===== src/rtl/bist_pkg.sv =====
// rtl/bist_pkg.sv - shared types and constants for the adder BIST controller
package bist_pkg;

    typedef enum logic [2:0] {
        ST_IDLE,
        ST_SEED,
        ST_RUN,
        ST_CHECK,
        ST_DONE
    } bist_state_t;

    localparam int MISR_W = 6;
    // x^6 + x^5 + 1: feedback is misr[5] ^ misr[4]
    localparam logic [MISR_W-1:0] MISR_TAPS = 6'b110000;

    localparam int LFSR_W      = 33;
    localparam int LFSR_TAP_HI = 32;
    localparam int LFSR_TAP_LO = 19;

    function automatic logic [MISR_W-1:0] misr_next(input logic [MISR_W-1:0] misr,
                                                    input logic [MISR_W-1:0] din);
        misr_next = {misr[MISR_W-2:0], ^(misr & MISR_TAPS)} ^ din;
    endfunction

endpackage


===== src/rtl/bist_lfsr.sv =====
// rtl/bist_lfsr.sv - Fibonacci LFSR pattern generator, x^33 + x^20 + 1
module bist_lfsr
    import bist_pkg::*;
#(
    parameter int                W    = LFSR_W,
    parameter logic [W-1:0]      SEED = '1
) (
    input  logic         clk,
    input  logic         rst_n,
    input  logic         load,
    input  logic         step,
    output logic [W-1:0] state
);

    always_ff @(posedge clk) begin
        if (!rst_n) begin
            state <= SEED;
        end else if (load) begin
            state <= SEED;
        end else if (step) begin
            state <= {state[W-2:0], state[LFSR_TAP_HI] ^ state[LFSR_TAP_LO]};
        end
    end

endmodule


===== src/rtl/bist_ctrl.sv =====
// rtl/bist_ctrl.sv - BIST sequencer with LFSR patterns and MISR signature; BIST_ABORT_EN adds abort input
module bist_ctrl
    import bist_pkg::*;
#(
    parameter int                    N       = 16,
    parameter int                    PAT_CNT = 256,
    parameter logic [2*N:0]          SEED    = 33'h0_FFFF_0000,
    parameter logic [MISR_W-1:0]     GOLDEN  = 6'h00
) (
    input  logic              clk,
    input  logic              rst_n,
`ifdef BIST_ABORT_EN
    input  logic              abort,
`endif
    input  logic              start,
    output logic [N-1:0]      pat_a,
    output logic [N-1:0]      pat_b,
    output logic              pat_ci,
    input  logic [MISR_W-1:0] com_res,
    output logic              busy,
    output logic              done,
    output logic              pass,
    output logic [MISR_W-1:0] sig
);

    localparam int W     = 2 * N + 1;
    localparam int CNT_W = $clog2(PAT_CNT + 1);
    localparam logic [CNT_W-1:0] CNT_LAST = CNT_W'(PAT_CNT - 1);

    bist_state_t       state;
    logic [MISR_W-1:0] misr;
    logic [CNT_W-1:0]  cnt;
    logic [W-1:0]      lfsr_state;
    logic              abort_hit;

`ifdef BIST_ABORT_EN
    assign abort_hit = abort;
`else
    assign abort_hit = 1'b0;
`endif

    // An abort freezes the pattern source along with the signature.
    bist_lfsr #(.W(W), .SEED(SEED)) u_lfsr (
        .clk   (clk),
        .rst_n (rst_n),
        .load  ((state == ST_SEED) && !abort_hit),
        .step  ((state == ST_RUN) && !abort_hit),
        .state (lfsr_state)
    );

    assign {pat_ci, pat_a, pat_b} = lfsr_state;
    assign sig = misr;

    always_ff @(posedge clk) begin
        if (!rst_n) begin
            state <= ST_IDLE;
            misr  <= '0;
            cnt   <= '0;
            busy  <= 1'b0;
            done  <= 1'b0;
            pass  <= 1'b0;
        end else if (busy && abort_hit) begin
            state <= ST_DONE;
            busy  <= 1'b0;
            done  <= 1'b1;
            pass  <= 1'b0;
        end else begin
            case (state)
                ST_IDLE, ST_DONE: begin
                    if (start) begin
                        state <= ST_SEED;
                        busy  <= 1'b1;
                        done  <= 1'b0;
                        pass  <= 1'b0;
                    end
                end
                ST_SEED: begin
                    misr  <= '0;
                    cnt   <= '0;
                    state <= ST_RUN;
                end
                ST_RUN: begin
                    misr <= misr_next(misr, com_res);
                    cnt  <= cnt + 1'b1;
                    if (cnt == CNT_LAST) begin
                        state <= ST_CHECK;
                    end
                end
                ST_CHECK: begin
                    pass  <= (misr == GOLDEN);
                    busy  <= 1'b0;
                    done  <= 1'b1;
                    state <= ST_DONE;
                end
                default: begin
                    state <= ST_IDLE;
                    busy  <= 1'b0;
                    done  <= 1'b0;
                end
            endcase
        end
    end

endmodule


===== config.mk =====
export PLATFORM = sky130hd
export DESIGN_NAME = bist_ctrl
export DESIGN_NICKNAME = d
export VERILOG_FILES = /design/src/rtl/bist_pkg.sv /design/src/rtl/bist_lfsr.sv /design/src/rtl/bist_ctrl.sv
export SDC_FILE = /design/constraint.sdc
export NUM_CORES = 1
export LEC_CHECK = 0
export CAP_MARGIN = 20
export CORE_MARGIN = 2
export CORE_UTILIZATION = 50
export DETAILED_ROUTE_END_ITERATION = 10
export PLACE_DENSITY_LB_ADDON = 0.08
export SYNTH_ARGS = -nofsm -noshare
export SYNTH_HDL_FRONTEND = slang
export SYNTH_SLANG_ARGS = --single-unit

===== constraint.sdc =====
create_clock -name clk -period 4.89 [get_ports clk]
set_input_delay 0.7335 -clock clk [delete_from_list [all_inputs] [get_ports clk]]
set_output_delay 0.7335 -clock clk [all_outputs]
set_load 0.005 [all_outputs]

==> impl_metrics.csv, run 1 <==
group,metric,value,unit
final_layout,areaGrowthSynthToFinish,28.4,%
clocking,postCtsSetupBuffers,0,
logic_synthesis,yosysWarnings,0,
clocking,cts_hold_buf,0,
logic_synthesis,ys_seq_elements,54,
timing,fin_crit,2.11,ns
placement,place_inst,359,
timing,relSlewSlack,48.4,%
clocking,clock-sinks,54,
timing,rsz0062_at_grt,"no",
routing,routed_wl,4710,um
global_route,grt_use_total,20.0,%
power,ir_worst_vdd,0.183,mV
logic_synthesis,synth_area,2210,um2
logic_synthesis,avgSynthCellArea,8.05,um2
global_route,grt-ovfl-total,0,
worst_hold_path,holdCritPathClass,"reg2reg",
timing,skew,0.00975,ns
timing,fin_crit_sh,43.2,%
logic_synthesis,synth_xor_area_share,3.17,%
power,p_leak,1.04,nW
final_layout,final_area,2840,um2
routing,drc,0,
setup_path,crit_type,"in2reg",
clocking,clock_latency,0.30,ns
setup_path,crit_arrival,2.26,ns
timing,finalSetupTns,0,ns
final_layout,final_nets,327,
global_route,grt_max_degree,39,
final_layout,mostFrequentLayoutCells,"nand2_1 (77), dfxtp_1 (54), clkdlybuf4s50_1 (50)",
run,drv_cap,0,
logic_synthesis,synth_cells,275,
timing,hold_viol,0,
clocking,numCtsBuffers,5,
clocking,h-tree-depth,2,
logic_synthesis,synth-simple-area-share,27.6,%
timing,fmax,0.473,GHz
floorplanning,die_w,70.5,um
power,power,0.894,mW
global_route,grt_pass1_vias,1718,
final_layout,n_antenna_cell,0,
placement,port_buffers,50,
logic_synthesis,synth_top_family_by_area,"simple AND/OR/NAND/NOR gates",
global_route,antenna_found_initial,0,
floorplanning,dieArea,4980,um2
setup_path,crit_path_start_kind,"input port",
logic_synthesis,ys_seq_area_share,48.8,%
placement,place.gp.congestion,0.723,
timing,worstMarginPinSlew,0.773,ns
placement,placed_cell_area,2710,um2
timing,setup_viol,0,
routing,wl_per_cell,12.8,um
routing,viasPerCell,5.27,
clocking,clk_path_buf_depth,2,
routing,drtAntennaViolNets,0,
logic_synthesis,synth_compound_gate_area_share,12.8,%
logic_synthesis,synthMuxAreaShare,1.36,%
clocking,cts_tree,"built",
power,p_per_area,314,nW/um2
routing,via_count,1939,
floorplanning,ioPinCount,51,
outcome,status,"complete, no violations",
floorplanning,dieHeight,70.5,um
global_route,grt_pass1_wl,8070,um
timing,maxSlewViolCount,0,
logic_synthesis,synth_fa_ha_area_share,1.70,%
final_layout,final_layout_size_suffix_gt1_share,3.48,%
setup_path,end_kind,"flop",
setup_path,cp_max_fo,16,
floorplanning,fp-row-count,24,
final_layout,layout_commonest_cell,"nand2_1",
setup_path,crit_required,5.04,ns
final_layout,fin_cells,368,
floorplanning,start_util,51.5,%
clocking,cts-root-buf,"clkbuf_8",
logic_synthesis,syn_nets,287,
routing,drtIter0Drc,68,
clocking,clk_pin_slew,0.09,ns
routing,firstDrtPassIters,4,
placement,dpl.hpwl,3050,um
logic_synthesis,yosysUniqueCellTypes,36,
timing,holdWs,0.475,ns
clocking,cts_resized,0,
floorplanning,coreArea,4290,um2
## cell type report
| cell class | instances | area, um2 |
|---|---|---|
| well taps | 52 | 65.1 |
| repair buffers | 52 | 536 |
| clock inverters | 1 | 30.0 |
| flip-flops and latches | 54 | 1080 |
| multi-input cells | 198 | 1040 |
| fillers | 400 | 1450 |
| inverters | 4 | 15.0 |
| clock buffers | 7 | 76.3 |
## final timing paths
kind	cells after the start	slack [ns]	start	endpoint
worst max register to register	3	2.87	state[2]	u_lfsr.state[26]
worst min register to register	2	0.47	u_lfsr.state[2]	u_lfsr.state[3]
worst min-delay path	2	0.47	u_lfsr.state[2]	u_lfsr.state[3]
worst max-delay path	3	2.78	rst_n	u_lfsr.state[26]
## metrics by stage
stage          setup WS, ns  util [%]
2_1_floorplan          3.22         -
3_3_place_gp           2.45      63.1
3_5_place_dp           2.43      63.1
4_1_cts                2.54      65.6
5_1_grt                2.59      66.2
6_report               2.78      66.2
## cell usage after synthesis, drive strengths merged
cell type  instances  area [um2]
a211oi             2        15.0
a21o               2        15.0
a21oi             31         155
a311oi             1        8.76
a31oi              1        6.26
and2               1        6.26
buf                7        38.8
clkbuf            12        45.0
dfxtp             54        1080
ha                 3        37.5
inv                4        15.0
mux2i              3        30.0
nand2             77         289
nand2b             7        43.8
nand3             22         110
nand3b             2        15.0
nand4              2        12.5
nand4b             1        8.76
nor2               8        30.0
nor2b              2        12.5
nor3               4        20.0
nor3b              1        12.5
nor4b              1        8.76
o2111ai            1        8.76
o211ai             1        7.51
o21a               1        7.51
o21ai              9        45.0
o22ai              1        6.26
o41ai              1        8.76
or3b               4        35.0
or4                1        7.51
xnor2              2        17.5
xor2               6        52.6
## cell families (layout without fill, tap and decap cells)
family | Yosys count | count (layout)
simple gates | 133 | 133
flops | 54 | 54
compound gates | 51 | 51
buf+inv | 23 | 64
xor+xnor | 8 | 8
fa+ha+maj | 3 | 3
mux | 3 | 3
## routing by layer
layer | wire (um) | up-vias | GRT usage [%]
met2 | 2100 | 51 | 29.6
met3 | 239 | 5 | 5.13
met4 | 68 | 0 | 6.92
li1 | - | 996 | -
met5 | 0 | - | 0
met1 | 2310 | 887 | 28.8
## state kept, by name, summed over array words and instances, names as in the netlist
register and cells:
cnt 9, u_lfsr.state 33, sig 6, pass 1, done 1, busy 1, state 3
## critical path, cell delays in order
cell             delay [ns]
clkdlybuf4s50_1        0.68
and2_0                 0.69
nand3_1                0.15
## report_power, final
part | total, mW | internal (mW) | switching, mW
logic | 0.124 | 0.0626 | 0.0617
registers | 0.480 | 0.458 | 0.0218
clock network | 0.289 | 0.153 | 0.136
total | 0.894 | 0.674 | 0.219
No activity file was read; power rests on OpenSTA's default activity.
==> run 2, diff against run 1 <==
- CORE_UTILIZATION: 50 -> 49
- clock period: 4.89 -> 2.1 ns (I/O delays scaled with it)
==> run 2 against run 1 <==
  * Sequential share of layout area down 0.54 points
  * Global-route usage shrank 0.69 points
  * Clock power is 140% higher
  * Clock skew rose by 0.00075 ns
  * Largest cell class unchanged
==> impl_metrics.csv, run 2 (synthesized netlist as in run 1, its figures left out) <==
group,metric,value,unit
clocking,clock_latency,0.31,ns
clocking,numCtsBuffers,5,
floorplanning,die_w,71.2,um
final_layout,final_layout_size_suffix_gt1_share,6.19,%
placement,dpl.hpwl,3170,um
routing,via_count,1999,
floorplanning,coreArea,4350,um2
placement,place_inst,368,
setup_path,crit_path_start_kind,"flop",
final_layout,mostFrequentLayoutCells,"nand2_1 (77), dfxtp_1 (54), clkdlybuf4s50_1 (50)",
final_layout,largest_register_ffs,33,
placement,place.gp.congestion,0.752,
global_route,grt_use_total,19.3,%
routing,drc,0,
floorplanning,dieArea,5070,um2
timing,rsz0062_at_grt,"no",
global_route,grt_pass1_wl,7890,um
worst_hold_path,whs_path_depth,2,
global_route,grt-ovfl-total,0,
run,drv_cap,0,
power,intPower,1.57,mW
timing,fmax,0.551,GHz
floorplanning,ioPinCount,51,
power,p_comb_share,14.6,%
final_layout,largest_register,"u_lfsr.state",
power,p_sw_share,25.0,%
clocking,clk_path_buf_depth,2,
timing,relSlewSlack,64.4,%
placement,placed_cell_area,2780,um2
routing,wl_per_cell,12.6,um
final_layout,layout_commonest_cell,"nand2_1",
floorplanning,start_util,50.8,%
routing,drtAntennaViolNets,0,
timing,holdWs,0.474,ns
clocking,cts_tree,"built",
power,power,2.10,mW
timing,fin_crit,1.82,ns
worst_hold_path,holdPathEnd,"pass",
placement,port_buffers,50,
setup_path,ff2ff_setup_slack,0.28,ns
clocking,clock-sinks,54,
setup_path,crit_start,"cnt[0]",
timing,finalSetupTns,0,ns
power,p_clk_share,32.4,%
routing,firstDrtPassIters,4,
setup_path,reg2regPathDepth,7,
power,ir_worst_vdd,0.517,mV
timing,fin_crit_sh,86.5,%
routing,drtIter0Drc,129,
floorplanning,fp-row-count,24,
final_layout,final_area,2880,um2
worst_hold_path,min-delay-start,"pass",
timing,worstMarginPinSlew,0.534,ns
timing,maxSlewViolCount,0,
floorplanning,dieHeight,71.2,um
clocking,cts-root-buf,"clkbuf_8",
clocking,postCtsSetupBuffers,0,
clocking,cts_hold_buf,0,
global_route,grt_max_degree,33,
setup_path,r2r-end,"cnt[8]",
routing,routed_wl,4730,um
power,p_leak,1.08,nW
final_layout,n_antenna_cell,0,
setup_path,crit_arrival,2.07,ns
clocking,clk_pin_slew,0.09,ns
setup_path,cp_max_fo,5,
timing,setup_viol,0,
setup_path,crit_type,"reg2reg",
clocking,h-tree-depth,2,
setup_path,crit_required,2.35,ns
timing,hold_viol,0,
power,p_per_area,727,nW/um2
final_layout,fin_cells,375,
outcome,status,"complete, no violations",
worst_hold_path,holdCritPathClass,"reg2reg",
power,pwr-share-seq,53.0,%
global_route,antenna_found_initial,0,
final_layout,areaGrowthSynthToFinish,30.3,%
setup_path,timing.rr.start,"cnt[0]",
final_layout,final_nets,335,
routing,viasPerCell,5.33,
power,p_sw,0.524,mW
setup_path,end_kind,"flop",
clocking,cts_resized,0,
timing,skew,0.0105,ns
global_route,grt_pass1_vias,1762,
-- run 2: cell types whose count changed in the layout (fill, tap and decap cells not counted) --
cell      change
buf_4         +9
clkbuf_1      -2
buf_16        -1
clkinv_4      +1
-- run 2: metal layers --
metal  global-route usage (%)  vias to the layer above  wire length [um]
met5                        0                        -                 0
met4                     7.97                        0                89
met3                     4.50                        8               250
met2                     30.1                       52              2130
met1                     26.0                      921              2260
li1                         -                     1018                 -
-- run 2: worst max-delay path by stage --
stage / depth (start not counted) / to / slack, ns
2_1_floorplan: 7 / cnt[8] / 0.43
3_3_place_gp: 7 / cnt[8] / 0.37
3_5_place_dp: 7 / cnt[8] / 0.31
4_1_cts: 7 / cnt[8] / 0.29
5_1_grt: 7 / cnt[8] / 0.17
6_report: 7 / cnt[8] / 0.28
-- run 2: per-stage QoR --
step           worst slack [ns]  utilization, %
2_1_floorplan             0.433               -
3_3_place_gp              0.374            63.8
3_5_place_dp              0.308            63.8
4_1_cts                   0.295            66.2
5_1_grt                   0.165            66.2
6_report                  0.284            66.2
-- run 2: critical path, cell delays in order, from the launching register on --
cell and delay [ns]:
dfxtp_1 0.40, ha_1 0.25, nand3_1 0.09, nor2_1 0.10, ha_1 0.22, or3b_2 0.44, a21oi_1 0.13, o21a_1 0.13
-- run 2: cell type report --
class / instances / area [um2]
clock buffers: 5 / 68.8
clock inverters: 2 / 38.8
fillers: 374 / 1470
inverters: 4 / 15.0
multi-input cells: 198 / 1040
flip-flops and latches: 54 / 1080
well taps: 52 / 65.1
repair buffers: 60 / 576
-- run 2: power groups by stage --
stage	combinational [mW]	sequential, mW	clock (mW)
floorplan	0.172	1.12	0
global placement	0.303	1.13	0
detailed placement	0.307	1.13	0
CTS	0.310	1.11	0.695
global route	0.343	1.12	0.736
finish	0.306	1.11	0.680
==> run 3, diff against run 2 <==
- CORE_MARGIN: 2 -> not set
==> run 3 against run 2 <==
  * Final area grew 2.0%
  * Total power grew 2.7%
  * Setup slack gained 0.0065 ns
  * Hold slack is essentially flat
  * Non-clock buffer count grew 5
  * Sequential cell count is the same
  * Clock skew grew 0.00055 ns
  * Die area shrank 5.5%
  * First-iteration DRC count shrank 35%
  * Utilization grew 1.4 points
==> impl_metrics.csv, run 3 (synthesized netlist as in run 1, its figures left out) <==
group,metric,value,unit
routing,drc,0,
run,drv_cap,0,
placement,pre_cts_slack,0.321,ns
power,p_per_area,731,nW/um2
routing,top_layer,"met4",
setup_path,cp_max_fo,5,
clocking,numCtsBuffers,5,
placement,port_buffers,50,
clocking,postCtsSetupBuffers,0,
setup_path,crit_type,"reg2reg",
placement,place.gp.congestion,0.758,
routing,via_count,1978,
clocking,cts_hold_buf,0,
timing,finalWorstSetupSlack,0.290,ns
timing,relSlewSlack,61.6,%
setup_path,end_kind,"flop",
power,power,2.15,mW
timing,maxSlewViolCount,0,
routing,routed_wl,4570,um
outcome,status,"complete, no violations",
final_layout,mostFrequentLayoutCells,"nand2_1 (77), dfxtp_1 (54), clkdlybuf4s50_1 (50)",
routing,viasPerCell,5.19,
setup_path,crit_required,2.36,ns
routing,drtIter0Drc,84,
clocking,h-tree-depth,2,
power,p_leak,1.11,nW
clocking,clock_latency,0.31,ns
timing,rsz0062_at_grt,"no",
clocking,clock-sinks,54,
final_layout,largest_register_ffs,33,
placement,dpl.hpwl,3230,um
clocking,clk_path_buf_depth,2,
timing,setup_viol,0,
clocking,cts_resized,0,
final_layout,final_nets,340,
final_layout,final_layout_size_suffix_gt1_share,7.90,%
setup_path,crit_path_start_kind,"flop",
routing,route.met2.wl,2090,um
floorplanning,die_w,69.2,um
floorplanning,ioPinCount,51,
routing,wl_met3,170,um
final_layout,areaGrowthSynthToFinish,33.0,%
routing,wl_per_cell,12.0,um
floorplanning,fp-row-count,24,
timing,finalSetupTns,0,ns
timing,worstMarginPinSlew,0.575,ns
global_route,grt_max_degree,25,
final_layout,largest_register,"u_lfsr.state",
clocking,clk_pin_slew,0.10,ns
global_route,grt_use_total,19.9,%
timing,fin_crit_sh,86.2,%
timing,fin_crit,1.81,ns
floorplanning,coreArea,4350,um2
clocking,cts-root-buf,"clkbuf_8",
floorplanning,start_util,50.8,%
timing,skew,0.0110,ns
setup_path,crit_arrival,2.07,ns
final_layout,layout_commonest_cell,"nand2_1",
global_route,grt_pass1_wl,7780,um
global_route,grt_pass1_vias,1777,
timing,fmax,0.553,GHz
power,ir_worst_vdd,0.478,mV
routing,firstDrtPassIters,4,
final_layout,final_area,2940,um2
worst_hold_path,holdCritPathClass,"reg2reg",
setup_path,ff2ff_setup_slack,0.29,ns
routing,drtAntennaViolNets,0,
global_route,grt-ovfl-total,0,
clocking,cts_tree,"built",
final_layout,n_antenna_cell,0,
timing,hold_viol,0,
floorplanning,dieHeight,69.2,um
placement,placed_cell_area,2830,um2
routing,met1_length,2250,um
global_route,antenna_found_initial,0,
floorplanning,dieArea,4790,um2
## run 3: cell types whose count changed in the layout (fill, tap and decap cells not counted)
cell      before  now
buf_4         10   14
inv_6          0    2
buf_12         0    1
clkinv_4       1    0
## run 3: path summary, 6_finish.rpt
path / startpoint / end / cells after the start
hold / removal: u_lfsr.state[3] / u_lfsr.state[3] / 2
hold reg to reg: u_lfsr.state[3] / u_lfsr.state[3] / 2
setup / recovery: cnt[0] / cnt[8] / 7
setup reg to reg: cnt[0] / cnt[8] / 7
## run 3: final cells by class
| cell class | instances | area [um2] |
|---|---|---|
| repair buffers | 65 | 626 |
| well taps | 52 | 65.1 |
| clock inverters | 3 | 47.5 |
| fillers | 360 | 1410 |
| flip-flops and latches | 54 | 1080 |
| inverters | 4 | 15.0 |
| multi-input cells | 198 | 1040 |
| clock buffers | 5 | 68.8 |
## run 3: layer usage
layer,vias up,track usage [%]
li1,1025,-
met1,911,25.8
met2,37,32.1
met3,5,3.78
met4,0,8.84
met5,-,0
## run 3: where the power goes
group	leakage, nW	switching (mW)	total, mW	internal, mW
Combinational	0.612	0.159	0.326	0.167
Sequential	0.438	0.0372	1.10	1.07
Clock	0.0591	0.357	0.721	0.364
## run 3: critical path, cell delays in order, from the launching register on
cell and delay [ns]:
dfxtp_1 0.39, ha_1 0.25, nand3_1 0.10, nor2_1 0.10
ha_1 0.22, or3b_2 0.43, a21oi_1 0.14, o21a_1 0.13
## run 3: through the flow
step / util (%) / instances / hold WS [ns]
5_1_grt: 67.6 / 381 / 0.496
6_report: 67.6 / 381 / 0.474
3_3_place_gp: 64.9 / 373 / 0.456
2_1_floorplan: - / 275 / 0.455
4_1_cts: 67.6 / 381 / 0.475
3_5_place_dp: 64.9 / 373 / 0.461
